--- src/rtl/qpsk_deframer.sv ---
// qpsk_deframer: hunts a 16-bit sync word in a QPSK dibit stream, then packs payload dibits into bytes.
// Build option: define QPSK_DEFRAMER_SYNC_TOL_EN to accept a sync word with at most one bit error.
module qpsk_deframer #(
    parameter logic [15:0] SYNC_WORD     = 16'h1ACF,
    parameter int unsigned PAYLOAD_BYTES = 4
) (
    input  logic        clk,
    input  logic        rst,
    input  logic [1:0]  sym_i,
    input  logic        sym_valid_i,
    output logic [7:0]  byte_o,
    output logic        byte_valid_o,
    output logic        frame_start_o,
    output logic        frame_done_o,
    output logic        locked_o,
    output logic [15:0] frame_cnt_o
);
    localparam logic [7:0] LAST_BYTE = 8'(PAYLOAD_BYTES - 1);

    typedef enum logic {ST_HUNT, ST_PAYLOAD} state_t;

    state_t      r_state;
    logic [15:0] r_win;
    logic [3:0]  r_fill;
    logic [1:0]  r_dibit_cnt;
    logic [7:0]  r_byte_cnt;
    logic [5:0]  r_asm;
    logic [7:0]  r_byte;
    logic        r_byte_valid;
    logic        r_frame_start;
    logic        r_frame_done;
    logic        r_locked;
    logic [15:0] r_frame_cnt;

    logic [15:0] w_next_win;
    logic [15:0] w_diff;
    logic        w_pattern_ok;
    logic        w_sync_hit;
    logic        w_last_byte;

    assign w_next_win = {r_win[13:0], sym_i};
    assign w_diff     = w_next_win ^ SYNC_WORD;
`ifdef QPSK_DEFRAMER_SYNC_TOL_EN
    // A word with at most one set bit becomes zero when ANDed with itself minus one.
    assign w_pattern_ok = ((w_diff & (w_diff - 16'd1)) == 16'd0);
`else
    assign w_pattern_ok = (w_diff == 16'd0);
`endif
    // Fill of 7 before this edge means the incoming dibit is the 8th since entering HUNT.
    assign w_sync_hit  = w_pattern_ok && (r_fill >= 4'd7);
    assign w_last_byte = (r_byte_cnt == LAST_BYTE);

    // NOTE: all state below uses non-blocking assignments so every read sees pre-edge values.
    always_ff @(posedge clk or negedge rst) begin
        if (!rst) begin
            r_state       <= ST_HUNT;
            r_win         <= '0;
            r_fill        <= '0;
            r_dibit_cnt   <= '0;
            r_byte_cnt    <= '0;
            r_asm         <= '0;
            r_byte        <= '0;
            r_byte_valid  <= 1'b0;
            r_frame_start <= 1'b0;
            r_frame_done  <= 1'b0;
            r_locked      <= 1'b0;
            r_frame_cnt   <= '0;
        end else begin
            r_byte_valid  <= 1'b0;
            r_frame_start <= 1'b0;
            r_frame_done  <= 1'b0;
            // Lags the state by one cycle so lock stays up through the frame_done cycle.
            r_locked      <= (r_state == ST_PAYLOAD);
            if (sym_valid_i) begin
                case (r_state)
                    ST_HUNT: begin
                        r_win <= w_next_win;
                        if (r_fill != 4'd8) begin
                            r_fill <= r_fill + 4'd1;
                        end
                        if (w_sync_hit) begin
                            r_state       <= ST_PAYLOAD;
                            r_dibit_cnt   <= '0;
                            r_byte_cnt    <= '0;
                            r_frame_start <= 1'b1;
                            r_locked      <= 1'b1;
                        end
                    end
                    ST_PAYLOAD: begin
                        r_asm       <= {r_asm[3:0], sym_i};
                        r_dibit_cnt <= r_dibit_cnt + 2'd1;
                        if (r_dibit_cnt == 2'd3) begin
                            r_byte       <= {r_asm, sym_i};
                            r_byte_valid <= 1'b1;
                            r_byte_cnt   <= r_byte_cnt + 8'd1;
                            if (w_last_byte) begin
                                r_frame_done <= 1'b1;
                                r_frame_cnt  <= r_frame_cnt + 16'd1;
                                r_state      <= ST_HUNT;
                                r_win        <= '0;
                                r_fill       <= '0;
                            end
                        end
                    end
                    default: r_state <= ST_HUNT;
                endcase
            end
        end
    end

    assign byte_o        = r_byte;
    assign byte_valid_o  = r_byte_valid;
    assign frame_start_o = r_frame_start;
    assign frame_done_o  = r_frame_done;
    assign locked_o      = r_locked;
    assign frame_cnt_o   = r_frame_cnt;

endmodule
--- config.mk ---
export PLATFORM = sky130hd
export DESIGN_NAME = qpsk_deframer
export DESIGN_NICKNAME = d
export VERILOG_FILES = /design/src/rtl/qpsk_deframer.sv
export SDC_FILE = /design/constraint.sdc
export NUM_CORES = 1
export LEC_CHECK = 0
export CAP_MARGIN = 20
export CELL_PAD_IN_SITES_DETAIL_PLACEMENT = 2
export CELL_PAD_IN_SITES_GLOBAL_PLACEMENT = 2
export CORE_MARGIN = 2
export CORE_UTILIZATION = 39
export DETAILED_ROUTE_END_ITERATION = 8
export PLACE_DENSITY = 0.9
export SETUP_SLACK_MARGIN = 0.4
export SLEW_MARGIN = 10
export SYNTH_ARGS = -nofsm -noshare
export SYNTH_HDL_FRONTEND = slang
export SYNTH_SLANG_ARGS = --single-unit
--- constraint.sdc ---
create_clock -name clk -period 3.2 [get_ports clk]
set_input_delay 0.48 -clock clk [delete_from_list [all_inputs] [get_ports clk]]
set_output_delay 0.48 -clock clk [all_outputs]
set_load 0.005 [all_outputs]
Yosys cells after proc, flatten, opt, wreduce, memory -nomap -nowiden

Index checks and enable logic that the tools add are counted.

Input bits: 5
Bits in registers: 63
Logic and storage cells: 62
Output and inout bits: 28

Reductions and logical operators: 9
Equality and inequality tests: 7
$lt $le $gt $ge: 1
$add $sub $neg: 4
Bitwise operators: 2
Multiplexer cells: 27

Operators with widths:

| cell                                                   | number |
|---|---|
| two-way mux 14 bit                                     | 2 |
| one-hot mux 14 bit (2 select lines)                    | 1 |
| adder 16 x 1 -> 16 bit (second input constant)         | 1 |
| logical NOT 16 bit                                     | 1 |
| two-way mux 8 bit                                      | 2 |
| one-hot mux 8 bit (2 select lines)                     | 1 |
| two-way mux 1 bit                                      | 14 |
| two-way mux 4 bit                                      | 3 |
| inverter 9 bit                                         | 1 |
| AND reduction 3 bit                                    | 3 |
| adder 8 x 1 -> 8 bit (second input constant)           | 1 |
| == test 8 x 2 -> 1 bit (second input constant)         | 1 |
| one-hot mux 4 bit (2 select lines)                     | 1 |
| AND reduction 4 bit                                    | 2 |
| adder 4 x 1 -> 4 bit (second input constant)           | 1 |
| >= comparator 4 x 3 -> 1 bit (second input constant)   | 1 |
| inequality test 2 x 1 -> 1 bit (second input constant) | 2 |
| inequality test 2 bit (second input constant)          | 2 |
| inequality test 4 bit (second input constant)          | 1 |
| one-hot mux 2 bit (2 select lines)                     | 1 |
| AND reduction 2 bit                                    | 2 |
| adder 2 x 1 -> 2 bit (second input constant)           | 1 |
| == test 2 bit (second input constant)                  | 1 |
| two-way mux 2 bit                                      | 1 |
| 3 further kinds                                        | 3 |

Depth between registers and ports, before layout

Word-level depth: 6
Gate-level depth with buffers: 6
Mapped depth without buffers: 6

Least setup slack after synthesis

No wires, ideal clock.

Path type: register -> register
Start: register r_byte_cnt[2]
End: register r_frame_cnt[15], in the netlist frame_cnt_o[15]
Data required time: 3.121 ns
Setup time: 0.079 ns
Arrival time: 1.943 ns
Stages on the path, launching flop included: 6
Clock period less this slack: 2.022 ns
Slack: 1.178 ns
Buffers on the path: 1
Path through: dfrtp_1 or4_4 or4_4 buf_6 nor4_4 xor2_1

Word-level cells in the longest chain between the ends: 2

RTL lines:

| what                          | line | text |
|---|---|---|
| from (decl)                   | 26   | `logic [7:0] r_byte_cnt;` |
| from (signal assigned)        | 95   | `r_byte_cnt <= r_byte_cnt + 8'd1;` |
| == test 8 x 2 -> 1 bit        | 51   | `assign w_last_byte = (r_byte_cnt == LAST_BYTE);` |
| AND reduction 4 bit (no line) | --   |  |
| to (signal assigned)          | 98   | `r_frame_cnt <= r_frame_cnt + 16'd1;` |
| to (decl)                     | 33   | `logic [15:0] r_frame_cnt;` |

Every way passes these cells.
A chain may end at the register's enable or synchronous reset.

Final worst setup path

Start: register r_byte_cnt[2]
End: register r_win[11]

Word-level cells in the longest chain between the ends: 3

RTL lines:

| what                                     | line | text |
|---|---|---|
| == test 8 x 2 -> 1 bit                   | 51   |  |
| inequality test 2 x 1 -> 1 bit (no line) | --   |  |
| AND reduction 3 bit (no line)            | --   |  |
| to (signal assigned)                     | 77   | `r_win <= w_next_win;` |
| to (decl)                                | 23   | `logic [15:0] r_win;` |

Every way passes these cells.

==> flow_summary.ini <==
[logic_synthesis]
synth_top_flop_cell = dfrtp_1
yosys_reg_bits = 63
synth-edff-count = 0
syn-cell-area_um2 = 2810
yosys.area.top_type = dfrtp_1
yosysMostFrequentCell = dfrtp_1
synth_cell_types = 39
synth_async_sr_flop_share = 1.00
synth.avg_cell_area_um2 = 10.9
synth-seq-area-share = 0.561
synth_nets = 267
ys_top_cells_by_count = dfrtp_1, nand2_1, inv_1
yosysWarnings = 0
postSynthCellCount = 257
post-synth-top-area-fraction = 0.561
ys_top_cells_by_area = dfrtp_1, nand2_1, a22o_1, mux2_2, xor2_1

[place]
preCtsSetupSlack_ps = 529
routabilityCongestion = 0.725
hpwl_um = 5400
place.detailed.instances = 380
io_buffer_count = 32

[sta]
layout_worst_path_cycle_share = 0.764
timing.max_slew.rel_slack = 0.433
hold_viol_final = 0
fin_worst_skew_ps = 8.64
max_slew_violation_count = 0
final.min_clock_period_ps = 2450
layout_setup_ws_ps = 754
fmaxAchievable_mhz = 409
report.final.setup_viol = 0
rsz_0062_raised_after_global_routing = false
whs_ps = 242
tightest_slew_ps = 850
timing.setup.tns_ps = 0

[global_route]
overflow = 0
first_global_vias = 2348
grtUsageTotal = 0.223
antenna_found_initial = 0
first_pass_grt_wire_length_um = 12900
maximum_number_of_pins_on_one_net_before_global_route_repair = 37

[power]
power.static_leakage_nw = 1.61
power.net_switching_uw = 427
p_clk_frac = 0.347
worst_ir_drop_vdd_mv = 0.255
power_per_cell_area_nw_per_um2 = 477
p_int_mw = 1.19
seq_power_share = 0.549
combinationalPowerShare = 0.104
power_switching_share = 0.264

[setup_path]
critical_path.endpoint_type = flip-flop
worst-path-max-fanout = 14
worstPathRequired_ps = 3420
critical_path_class = reg -> reg
reg2reg_slack_ps = 750
crit_path_arrival_time_ps = 2660
worst-r2r-cell-count = 4
kind_of_launch_point_of_the_worst_setup_path = flip-flop
timing.rr.end = r_win[11]$_DFFE_PN0P_
crit-reg2reg-launch = r_byte_cnt[2]$_DFFE_PN0P_

[cells_and_area]
seqCellArea_um2 = 1580
finish.utilization = 0.494
area_growth_pct = 20.7
layout-drive-gt1-share = 0.114
finalNonFillerCells = 394
finalNetCount = 305
antenna-diode-count = 0
layout.filler_cells = 692
multi_input_area_um2 = 1130

[routing]
drt-initial-drc-count = 97
route.antenna.remaining_nets = 0
drt_pass1_iterations = 4
viasPerCell = 5.42
post-route-drc-count = 0
vias = 2134
wirelength_um = 7730
routedWlPerCell_um = 19.6

[floorplan]
initial_standard_cell_utilization_of_the_core = 0.409
chipHeight_um = 88.9
die_x_um = 88.9
rows = 30
core_area_um2 = 6870
design.die.area_um2 = 7900
io_pins = 33

[cts]
clock_tree.buffer_depth = 2
cts_max_level = 3
tritoncts = yes
hold_buffers = 0
cts.reportedPaths.clkPinSlew_ps = 60
clock_insertion_delay_worst_skew_ps = 340
clock_sink_count = 63
post_cts.resized_instances = 0
cts.root.buffer_cell = clkbuf_8
cts_setup_buffers = 0
cts_inserted_buffers = 9

[hold_path]
timing.hold.worst.class = in -> async

[flow_run]
cap_viol_max_count = 0

[outcome]
result_of_the_run = finished clean
[how the worst max path moves through the flow]
stage | startpoint | endpoint | slack (ps) | depth (start not counted)
floorplan | r_byte_cnt[2]$_DFFE_PN0P_ | frame_cnt_o[15]$_DFFE_PN0P_ | 1180 | 5
global placement | sym_valid_i | frame_cnt_o[7]$_DFFE_PN0P_ | 690 | 6
detailed placement | sym_valid_i | frame_cnt_o[4]$_DFFE_PN0P_ | 530 | 6
CTS | r_byte_cnt[2]$_DFFE_PN0P_ | r_win[11]$_DFFE_PN0P_ | 730 | 4
global route | r_byte_cnt[2]$_DFFE_PN0P_ | r_win[11]$_DFFE_PN0P_ | 540 | 4
finish | r_byte_cnt[2]$_DFFE_PN0P_ | r_win[11]$_DFFE_PN0P_ | 750 | 4
[state kept, by name, indices dropped and copies added (netlist names)]
register / count
r_win: 14
frame_start_o: 1
r_fill: 4
frame_cnt_o: 16
r_state: 1
byte_valid_o: 1
locked_o: 1
r_asm: 6
frame_done_o: 1
byte_o: 8
r_dibit_cnt: 2
r_byte_cnt: 8
[layout by cell type (no fill, tap or decap), drive strengths merged, types with 3 or more instances in the layout]
cell type	n
nand4	5
a22o	15
nor2	7
nor4bb	3
nand2	40
o21ai	8
ha	5
nor4	3
inv	16
nor3	13
buf	5
and3	4
clkdlybuf4s50	31
or3	3
xnor2	7
mux2	7
mux2i	5
dfrtp	63
nand3	11
xor2	8
clkbuf	12
a21oi	5
[cell families after synthesis]
| kind of cell | after synthesis | share of synthesized area |
|---|---|---|
| adders and majority gates | 5 | 0.0223 |
| and+or+nand+nor | 99 | 0.193 |
| DFF | 63 | 0.561 |
| AOI/OAI and AO/OA | 38 | 0.0953 |
| xor gates and xnor gates | 15 | 0.0468 |
| buffers and inverters | 25 | 0.0361 |
| muxes | 12 | 0.0459 |
[worst max-delay path, cell delays in order (launching register included)]
cell and delay, ps:
dfrtp_1 470, or4_4 580, o21ai_0 470, nand2_1 460
a22o_1 330
[power groups by stage]
stage          clock (mW)  combinational [mW]  sequential, mW
3_5_place_dp            0               0.166           0.901
5_1_grt             0.611               0.194           0.896
2_1_floorplan           0               0.108           0.886
6_report            0.561               0.168           0.888
4_1_cts             0.574               0.171           0.889
3_3_place_gp            0               0.151           0.896
[layout make-up]
type / instances / share of cell area
Sequential cell: 63 / 0.465
Multi-Input combinational cell: 169 / 0.334
Timing Repair Buffer: 36 / 0.105
Clock buffer: 12 / 0.0398
Tap cell: 96 / 0.0354
Inverter: 16 / 0.0177
Clock inverter: 2 / 0.00295
[routing by layer]
metal | vias to the layer above | GRT usage | part of all wire
met1 | 1122 | 0.292 | 0.44
li1 | 973 | - | -
met5 | - | 0 | 0
met2 | 28 | 0.375 | 0.53
met3 | 11 | 0.0317 | 0.017
met4 | 0 | 0.0868 | 0.016
[through the flow]
step,power (mW),cell area (um^2)
after floorplan,0.993,2810
after global placement,1.05,3250
after detailed placement,1.07,3250
after CTS,1.63,3390
after global routing,1.70,3390
final,1.62,3390
Power figures use the tool's default switching activity.
